### src/rtl/load_store_unit.sv
`default_nettype none
// ============================================================================
// Module   : load_store_unit
// Brief    : rv32i data-port stage. Turns one load/store request at a time into
//            a BRAM word access with byte-lane write mask and replicated store
//            data; returns extended load data after READ_LATENCY cycles.
//            Optional feature macro: LSU_MISALIGN_TRAP_EN (misaligned trap).
// Revision : 1.0 - initial release
// ============================================================================
module load_store_unit #(
    parameter int READ_LATENCY = 1
) (
    input  logic        aclk,
    input  logic        areset,
    input  logic        req_valid,
    output logic        req_ready,
    input  logic        req_store,
    input  logic [2:0]  req_funct3,
    input  logic [31:0] req_addr,
    input  logic [31:0] req_wdata,
    output logic        rsp_valid,
    input  logic        rsp_ready,
    output logic [31:0] rsp_rdata,
    output logic        rsp_err,
    output logic [31:0] addr_data,
    output logic [31:0] data_out_data,
    input  logic [31:0] data_in_data,
    output logic        en_data,
    output logic [3:0]  we_data
);

    localparam logic [1:0] c_ST_IDLE   = 2'd0;
    localparam logic [1:0] c_ST_ACCESS = 2'd1;
    localparam logic [1:0] c_ST_WAIT   = 2'd2;
    localparam logic [1:0] c_ST_RESP   = 2'd3;
    localparam logic [1:0] c_WAIT_INIT = 2'(READ_LATENCY - 1);

    logic [1:0]  r_state;
    logic        r_store;
    logic [2:0]  r_funct3;
    logic [1:0]  r_addr_lo;
    logic [1:0]  r_cnt;

    logic        w_legal;
    logic [3:0]  w_we;
    logic [31:0] w_wdata;
    logic [7:0]  w_byte;
    logic [15:0] w_half;
    logic [31:0] w_load_data;

    // Request decode: legality, lane mask and replicated store data.
    always_comb begin
        w_legal = 1'b0;
        if (req_store) begin
            w_legal = (req_funct3 == 3'b000) || (req_funct3 == 3'b001) ||
                      (req_funct3 == 3'b010);
        end else begin
            w_legal = (req_funct3 == 3'b000) || (req_funct3 == 3'b001) ||
                      (req_funct3 == 3'b010) || (req_funct3 == 3'b100) ||
                      (req_funct3 == 3'b101);
        end
`ifdef LSU_MISALIGN_TRAP_EN
        if ((req_funct3[1:0] == 2'b01 && req_addr[0]) ||
            (req_funct3[1:0] == 2'b10 && req_addr[1:0] != 2'b00)) begin
            w_legal = 1'b0;
        end
`endif
        case (req_funct3[1:0])
            2'b00: begin
                w_we    = 4'b0001 << req_addr[1:0];
                w_wdata = {4{req_wdata[7:0]}};
            end
            2'b01: begin
                w_we    = req_addr[1] ? 4'b1100 : 4'b0011;
                w_wdata = {2{req_wdata[15:0]}};
            end
            default: begin
                w_we    = 4'b1111;
                w_wdata = req_wdata;
            end
        endcase
    end

    // Load extraction from the latched low address bits and funct3.
    always_comb begin
        case (r_addr_lo)
            2'd0:    w_byte = data_in_data[7:0];
            2'd1:    w_byte = data_in_data[15:8];
            2'd2:    w_byte = data_in_data[23:16];
            default: w_byte = data_in_data[31:24];
        endcase
        w_half = r_addr_lo[1] ? data_in_data[31:16] : data_in_data[15:0];
        case (r_funct3)
            3'b000:  w_load_data = {{24{w_byte[7]}}, w_byte};
            3'b001:  w_load_data = {{16{w_half[15]}}, w_half};
            3'b100:  w_load_data = {24'd0, w_byte};
            3'b101:  w_load_data = {16'd0, w_half};
            default: w_load_data = data_in_data;
        endcase
    end

    always_ff @(posedge aclk) begin
        if (areset) begin
            r_state       <= c_ST_IDLE;
            r_store       <= 1'b0;
            r_funct3      <= 3'd0;
            r_addr_lo     <= 2'd0;
            r_cnt         <= 2'd0;
            req_ready     <= 1'b1;
            rsp_valid     <= 1'b0;
            rsp_rdata     <= 32'd0;
            rsp_err       <= 1'b0;
            addr_data     <= 32'd0;
            data_out_data <= 32'd0;
            en_data       <= 1'b0;
            we_data       <= 4'd0;
        end else begin
            case (r_state)
                c_ST_IDLE: begin
                    if (req_valid) begin
                        r_store   <= req_store;
                        r_funct3  <= req_funct3;
                        r_addr_lo <= req_addr[1:0];
                        req_ready <= 1'b0;
                        rsp_rdata <= 32'd0;
                        if (w_legal) begin
                            r_state   <= c_ST_ACCESS;
                            rsp_err   <= 1'b0;
                            en_data   <= 1'b1;
                            addr_data <= {2'b00, req_addr[31:2]};
                            we_data   <= req_store ? w_we : 4'd0;
                            if (req_store) begin
                                data_out_data <= w_wdata;
                            end
                        end else begin
                            r_state   <= c_ST_RESP;
                            rsp_err   <= 1'b1;
                            rsp_valid <= 1'b1;
                        end
                    end
                end
                c_ST_ACCESS: begin
                    en_data <= 1'b0;
                    we_data <= 4'd0;
                    if (r_store || READ_LATENCY == 1) begin
                        r_state   <= c_ST_RESP;
                        rsp_valid <= 1'b1;
                        if (!r_store) begin
                            rsp_rdata <= w_load_data;
                        end
                    end else begin
                        r_state <= c_ST_WAIT;
                        r_cnt   <= c_WAIT_INIT;
                    end
                end
                c_ST_WAIT: begin
                    // Count 1 marks the cycle in which the BRAM output is valid.
                    if (r_cnt == 2'd1) begin
                        r_state   <= c_ST_RESP;
                        rsp_valid <= 1'b1;
                        rsp_rdata <= w_load_data;
                    end else begin
                        r_cnt <= r_cnt - 2'd1;
                    end
                end
                default: begin
                    if (rsp_ready) begin
                        r_state   <= c_ST_IDLE;
                        rsp_valid <= 1'b0;
                        req_ready <= 1'b1;
                    end
                end
            endcase
        end
    end

endmodule
`default_nettype wire

### config.mk
export PLATFORM = sky130hd
export DESIGN_NAME = load_store_unit
export DESIGN_NICKNAME = d
export VERILOG_FILES = /design/src/rtl/load_store_unit.sv
export SDC_FILE = /design/constraint.sdc
export NUM_CORES = 1
export LEC_CHECK = 0
export CORE_MARGIN = 2
export CORE_UTILIZATION = 42
export DETAILED_ROUTE_END_ITERATION = 6
export HOLD_SLACK_MARGIN = 0.12
export PLACE_DENSITY = 0.86
export SLEW_MARGIN = 20
export SYNTH_ARGS = -nofsm -noshare
export SYNTH_HDL_FRONTEND = slang
export SYNTH_SLANG_ARGS = --single-unit
export TNS_END_PERCENT = 30
### constraint.sdc
create_clock -name aclk -period 2.55 [get_ports aclk]
set_clock_uncertainty 0.2 [all_clocks]
set_input_delay 0.51 -clock aclk [delete_from_list [all_inputs] [get_ports aclk]]
set_output_delay 0.51 -clock aclk [all_outputs]
set_load 0.05 [all_outputs]
==> results summary, run 1 <==
The die extent in y came out at 111 um. After routing the design area is between 0.007 and 0.008 sq mm. Counting both buffers and inverters, the worst setup path holds a total of 1. The layout filler cell count came out at between 800 and 900. The number of DRC markers after the initial detailed-route iteration came out at 252. The number of max-cap violations came out at 0. The count of placed standard cells including taps came out at 903. Dividing total power by cell area gives a power density of roughly 870 mW/mm^2. The worst voltage drop across the vdd grid is 0.605 mV. The number of distinct library cell variants in the gate-level netlist after synthesis is 45. In this run, the clock network consumes 21.2% of the power. The estimated wirelength of the detail-placed design came out at 11100 um. The area of the core came out at roughly 0.011 sq mm. The part of the total power dissipated in combinational logic came out at 43.3%. The sequential cell fraction of total power came out at roughly 36%. The number of diodes is 0. Of the available clock period, the critical path in the final layout requires 87.7%.

The register clock-pin slew on the reported worst setup and hold paths is 0.07 ns. The post-synthesis register bit count is 112. The achievable frequency came out at 447 MHz.

The type of origin of the critical path is a register. The first-pass detailed-route iteration total is 5. The horizontal extent of the die came out at 111 um. The number of buffers added by the clock tree synthesis step is 9. At the worst endpoint, the required time is 1.84 ns. Once the clock tree was built, the resizer swapped 0 gates to a different size. The cell count after synthesis came out at 577. The fraction of power spent switching nets is 39.9%. From synthesis to final layout, the design area changed by 52.7%. At the later pin of the worst-skew pair, clock insertion delay measures 0.34 ns. The maximum level of the CTS H-tree is 3. The sum of routed wire length over all layers is 14500 um. The layout cell share with drive strength beyond 1 came out at 6.19%. Leaving out fill and tap cells, the most frequent cells in the layout are sky130_fd_sc_hd__clkdlybuf4s50_1, sky130_fd_sc_hd__nand2_1, sky130_fd_sc_hd__dfxtp_1.

The critical path is of the reg -> out type. Walking the worst path, the cells encountered are clkdlybuf4s50_1. The clock sink count is 112. The initial antenna violation count came to 0.

The remaining number of nets flagged by the antenna check after routing came out at 0. The synthesized area divided by synthesized cell count came out at 8.34 sq um. The routed via count is 4954. The die outline area came out at ~0.012 sq mm. The transition time at the pin with the least slew margin is 0.561 ns.

The internal power is 3.85 mW. The floorplan has 39 rows. The number of port buffers is 205. The final max-slew violation count is 0.

In this run the deepest clock path goes through 2 buffers. The count of placed standard cells in the final layout, fillers left out came out at 918. The effective utilization at floorplan is about 43%. In this run the cell area measured after placement is 0.00707 sq mm. The biggest cell delay along the critical path came out at 0.84 ns. The worst setup path is captured at an output pin. The static leakage came out at 2.68 nW. The remaining global-route overflow is 0.

The number of global-route vias before repair came out at 4852. TritonCTS built the clock tree. The area of the multi-input gates is 0.00233 sq mm.

The most used flip-flop cell after synthesis is sky130_fd_sc_hd__dfxtp_1. The fraction of post-synthesis cell area in the top cell type by area came out at 46.6%. Entering global routing, the biggest net connects 49 pins. By area the synthesized netlist is led by sky130_fd_sc_hd__dfxtp_1, sky130_fd_sc_hd__nand2_1, sky130_fd_sc_hd__a21oi_1.

The number of warnings reported in the yosys synthesis log came out at 0. Hold repair after CTS inserted 0 buffers. The first global-routing pass estimated about 23000 um of wire. The final-report hold violation count came to 0. Clock tree synthesis selected as its root buffer the cell sky130_fd_sc_hd__clkbuf_16. The number of setup violations in the final report is 0. approximately 210 I/O pins were placed.

The flow ran to the end, and the final reports show no timing, DRC or antenna violations. The footprint of the flip-flops and latches is 0.00224 sq mm. The average via count per standard cell is 5.40.

The library cell used most frequently in the layout, excluding fill and tap cells, is sky130_fd_sc_hd__clkdlybuf4s50_1. Setup repair after global routing left no endpoint under its margin. The shortest period the worst path allows came out at 2.24 ns. The share of the core filled with cells came out at approximately 65%. After detailed routing, the average wire length per cell comes to 15.8 um. The power dissipated by switching net loads is about 2.6 mW. The number of DRC violations after detailed routing came out at 0. The global placement routability congestion came out at 0.883. STA puts the critical path data arrival time at 1.53 ns.

The relative slew slack is a little over three fifths. Setup total negative slack on the finished layout was measured at 0 ns. The all-layer global routing usage came out at 22.9%. In this run, synthesis inferred 0 flip-flops with an integrated enable. The share of synthesized flip-flops with an asynchronous set or reset came out at 0%. The worst slack on hold paths came out at 0.254 ns. The slowest stage of the critical path is the sky130_fd_sc_hd__clkdlybuf4s50_1 cell. The post-synthesis cell area is approximately 0.0048 sq mm. The post-layout net count is 880.

The sequential fraction of the synthesis area is 46.6%. The top cell type by total area after synthesis is sky130_fd_sc_hd__dfxtp_1. The path class of the tightest hold or removal check is reg -> reg. The critical-path maximum fanout is 2.

The number of setup buffers added after CTS is 0. Grouping stages by cell kind, the critical path spends the most delay in buffers and inverters.
synthesized netlist by cell type, types with 10 or more instances:
cell	number
sky130_fd_sc_hd__nand2_1	153
sky130_fd_sc_hd__a21oi_1	69
sky130_fd_sc_hd__a221o_1	24
sky130_fd_sc_hd__o21ai_1	11
sky130_fd_sc_hd__mux2i_1	25
sky130_fd_sc_hd__o21ai_0	25
sky130_fd_sc_hd__dfxtp_1	112
sky130_fd_sc_hd__buf_2	16
sky130_fd_sc_hd__clkbuf_1	27
sky130_fd_sc_hd__nor2_1	22
sky130_fd_sc_hd__and3_1	10
stage by stage:
step	power [mW]	setup slack, ns
2_1_floorplan	4.08	0.447
3_3_place_gp	5.00	0.0825
3_5_place_dp	5.08	0.0384
4_1_cts	6.44	0.293
5_1_grt	6.70	0.257
6_report	6.41	0.312
registers in the layout (all words and copies together), names as in the netlist:
register / cells
data_out_data: 32
rsp_rdata: 32
addr_data: 30
we_data: 4
r_funct3: 3
r_addr_lo: 2
r_cnt: 2
r_state: 2
en_data: 1
r_store: 1
req_ready: 1
rsp_err: 1
rsp_valid: 1
routing by layer:
layer / global-route usage, % / vias up / routed length, um
met3: 6.23 / 26 / 1100
li1: - / 2396 / -
met1: 26.1 / 2329 / 5710
met4: 7.98 / 0 / 365
met5: 0 / - / 0
met2: 41.3 / 203 / 7330
path summary, 6_finish.rpt:
| check | startpoint | end | slack (ns) | cells after the start |
|---|---|---|---|---|
| setup / recovery | rsp_err | rsp_err | 0.31 | 1 |
| hold / removal | rsp_rdata[0] | rsp_rdata[0] | 0.25 | 2 |
| setup reg to reg | r_state[0] | rsp_rdata[23] | 0.39 | 7 |
| hold reg to reg | rsp_rdata[0] | rsp_rdata[0] | 0.25 | 2 |
layout make-up:
class	count	area share, %
Inverter	8	0.409
Sequential cell	112	30.5
Tap cell	143	2.44
Timing Repair Buffer	230	31.1
Clock buffer	12	3.22
Multi-Input combinational cell	410	31.7
Clock inverter	3	0.596
kinds of logic after synthesis:
group | share of synthesized area (%)
simple gates | 19.0
compound gates | 21.4
flops | 46.6
buf+inv | 5.33
mux | 6.06
fa+ha+maj | 1.30
other cells | 0.0780
xor+xnor | 0.182
power groups by stage:
stage / Sequential, mW / Combinational [mW] / Clock (mW)
2_1_floorplan: 3.23 / 0.850 / 0
3_3_place_gp: 2.29 / 2.71 / 0
3_5_place_dp: 2.31 / 2.77 / 0
4_1_cts: 2.27 / 2.78 / 1.39
5_1_grt: 2.31 / 2.93 / 1.46
6_report: 2.28 / 2.77 / 1.36
Power figures use the tool's default switching activity.
==> run 2, diff against run 1 <==
--- a/config.mk
+++ b/config.mk
@@ -10,6 +10,7 @@
 export DETAILED_ROUTE_END_ITERATION = 6
 export HOLD_SLACK_MARGIN = 0.12
 export PLACE_DENSITY = 0.86
+export SKIP_CTS_REPAIR_TIMING = 1
 export SLEW_MARGIN = 20
 export SYNTH_ARGS = -nofsm -noshare
 export SYNTH_HDL_FRONTEND = slang
==> results of run 2 <==
No change in the layout: final DEF, timing and power equal those of run 1.
==> run 3, diff against run 2 <==
==> constraint.sdc (replaced) <==
create_clock -name aclk -period 2.55 [get_ports aclk]
set_clock_uncertainty 0.2 [all_clocks]
set_input_delay 0.3825 -clock aclk [delete_from_list [all_inputs] [get_ports aclk]]
set_output_delay 0.3825 -clock aclk [all_outputs]
set_load 0.05 [all_outputs]
==> run 3 against run 2 <==
Effect of this change: clock-buffer cell count increased by 1; critical endpoint is now rsp_rdata[22]; clock power up 7%; sequential power about the same; global-route usage grew 0.33 points; largest cell class unchanged.
==> results summary, run 3 (synthesized netlist as in run 1, its figures left out) <==
Run status: finished, final reports clean (unchanged). The critical path class is reg -> reg (was reg -> out). The final-report hold violation count is 0 (unchanged).

The data required time at the worst endpoint came out at 2.63 ns (was 1.84 ns). The horizontal extent of the die is 111 um (unchanged). The total power density per cell area is 885 mW/mm^2 (was 872 mW/mm^2). The slowest library cell on the worst path is sky130_fd_sc_hd__o2111a_2 (was sky130_fd_sc_hd__clkdlybuf4s50_1). The type of origin of the critical path is a register (unchanged).

The share of the core filled with cells came out at 65.0% (was 65.2%). The number of setup violations in the final report came out at 0 (unchanged). The data arrival time at the worst-slack endpoint is 2.40 ns (was 1.53 ns). The critical path capture point type was a register (was output pin). The largest net degree at the start of global routing was 49 (unchanged). The number of buffers on the longest clock path is 2 (unchanged).

The static leakage was 2.67 nW (was 2.68 nW). The register clock-pin slew on the reported worst setup and hold paths is 0.07 ns (about the same). The die extent in y came to 111 um (unchanged). The global placement routability congestion is 0.897 (was 0.883). The number of ports placed on the die boundary is 208 (unchanged). The worst-skew pair later-pin latency is 0.34 ns (about the same). The transition time at the pin with the least slew margin came to 0.549 ns (was 0.561 ns). The number of global-route vias before repair came out at 4917 (was 4852). The startpoint of the worst setup timing path is r_state[1] (was rsp_err). Setup repair after global routing missed its margin: no (unchanged).

Most frequent cells in the layout: sky130_fd_sc_hd__clkdlybuf4s50_1, sky130_fd_sc_hd__nand2_1, sky130_fd_sc_hd__dfxtp_1 (unchanged). The class of the tightest hold or removal check is reg -> reg (unchanged). The number of port buffers came to 205 (unchanged). The area of the core came out at 0.0113 sq mm (unchanged). The number of DRC violations after detailed routing was 0 (unchanged). The first-pass detailed-route iteration total is 5 (unchanged). The critical-path maximum fanout came out at 16 (was 2). The estimated wirelength of the detail-placed design came out at 10800 um (was 11100 um). The post-layout net count is 877 (was 880).

The count of placed standard cells including taps is 900 (was 903). The ratio of final minimum period to clock period came out at 90.7% (was 87.7%). The CTS root buffer is sky130_fd_sc_hd__clkbuf_16 (unchanged). The effective utilization at floorplan came to 42.7% (unchanged). The worst-case reg-to-reg path depth came out at 7 (unchanged).

The clock sink count came to 112 (unchanged). The count of placed standard cells in the final layout, fillers left out is 915 (was 918). Crit-path cells: inv_1 -> ha_1 -> a21oi_1 -> and4_1 -> buf_4 -> o2111a_2 -> a221o_1 (was clkdlybuf4s50_1).

The clock tree from TritonCTS is yes (unchanged). The average via count per standard cell came out at 5.37 (was 5.40). The worst voltage drop across the vdd grid is 0.652 mV (was 0.605 mV). The die outline area is 0.0123 sq mm (unchanged). The shortest period the worst path allows came out at 2.31 ns (was 2.24 ns).

Registers with the most flip-flops: data_out_data: 32 flops, rsp_rdata: 32 flops, addr_data: 30 flops (unchanged). The relative area change from synthesis to final layout came out at 52.3% (was 52.7%). The maximum level of the CTS H-tree came out at 3 (unchanged). The setup TNS is 0 ns (unchanged).

The reg-to-reg setup timing slack is 0.24 ns (was 0.39 ns). The average wire per standard cell came out at 15.9 um (was 15.8 um). The layout cell share with drive strength beyond 1 came out at 6.09% (was 6.19%). The all-layer global routing usage was 23.3% (was 22.9%). The reg-to-reg endpoint is rsp_rdata[22] (was rsp_rdata[23]). The remaining global-route overflow came out at 0 (unchanged). The startpoint of the most critical register-to-register path was r_state[1] (was r_state[0]). The relative slew slack came out at 63.3% (was 62.5%). The sum of routed wire length over all layers came out at 14500 um (about the same). The number of diodes came out at 0 (unchanged). The achievable frequency came out at 432 MHz (was 447 MHz). The number of buffers added by the clock tree synthesis step is 9 (unchanged). The remaining number of nets flagged by the antenna check after routing came out at 0 (unchanged). The number of max-cap violations is 0 (unchanged). The routed via count is 4909 (was 4954). The initial antenna violation count came out at 0 (unchanged). The final max-slew violation count came out at 0 (unchanged). The biggest cell delay along the critical path came out at 0.41 ns (was 0.84 ns). The commonest non-fill, non-tap cell in the layout is sky130_fd_sc_hd__clkdlybuf4s50_1 (unchanged). The number of DRC markers after the initial detailed-route iteration is 259 (was 252). The global-route wire length before repair came out at 23700 um (was 23500 um).

The site row count is 39 (unchanged). The last element of the critical path is rsp_rdata[22] (was rsp_err).
==> run 3: area by class of cell <==
type	count	area (sq um)
inverters	8	30.0
multi-input cells	410	2330
clock buffers	13	270
repair buffers	227	2240
fillers	893	3950
well taps	143	179
clock inverters	2	37.5
flip-flops and latches	112	2240
==> run 3: power breakdown <==
group	switching (mW)	internal, mW
sequential	0.208	2.07
combinational	1.74	1.01
clock	0.609	0.838
total	2.56	3.92
==> run 3: per-layer routing <==
metal	up-vias	track usage, %	share of wire, %
li1	2389	-	-
met1	2261	26.5	40
met2	219	41.3	49
met3	40	5.08	7.0
met4	0	11.1	3.6
met5	-	0	0
==> run 3: worst max-delay path: cells and delay by family, from the launching register on <==
family	cells	cell delay [ns]
flops	1	0.38
fa+ha+maj	1	0.24
compound gates	3	0.83
simple gates	1	0.33
buf+inv	2	0.27
==> run 3: worst min-delay path by stage <==
stage,cells past startpoint,from,endpoint,slack [ns]
2_1_floorplan,2,r_cnt[1],r_cnt[1],0.24
3_3_place_gp,2,rsp_rdata[2],rsp_rdata[2],0.24
3_5_place_dp,2,rsp_rdata[2],rsp_rdata[2],0.24
4_1_cts,2,rsp_rdata[2],rsp_rdata[2],0.25
5_1_grt,2,data_out_data[2],data_out_data[2],0.28
6_report,2,rsp_rdata[2],rsp_rdata[2],0.25
==> run 3: per-stage QoR <==
step	setup slack, ns	hold WS [ns]	cell area [sq um]	power, mW
after floorplan	0.447	0.236	4810	4.08
after global routing	0.129	0.277	7330	6.79
after CTS	0.239	0.251	7330	6.52
final	0.237	0.247	7330	6.48
after detailed placement	0.138	0.241	7020	5.06
after global placement	0.189	0.238	7020	4.99
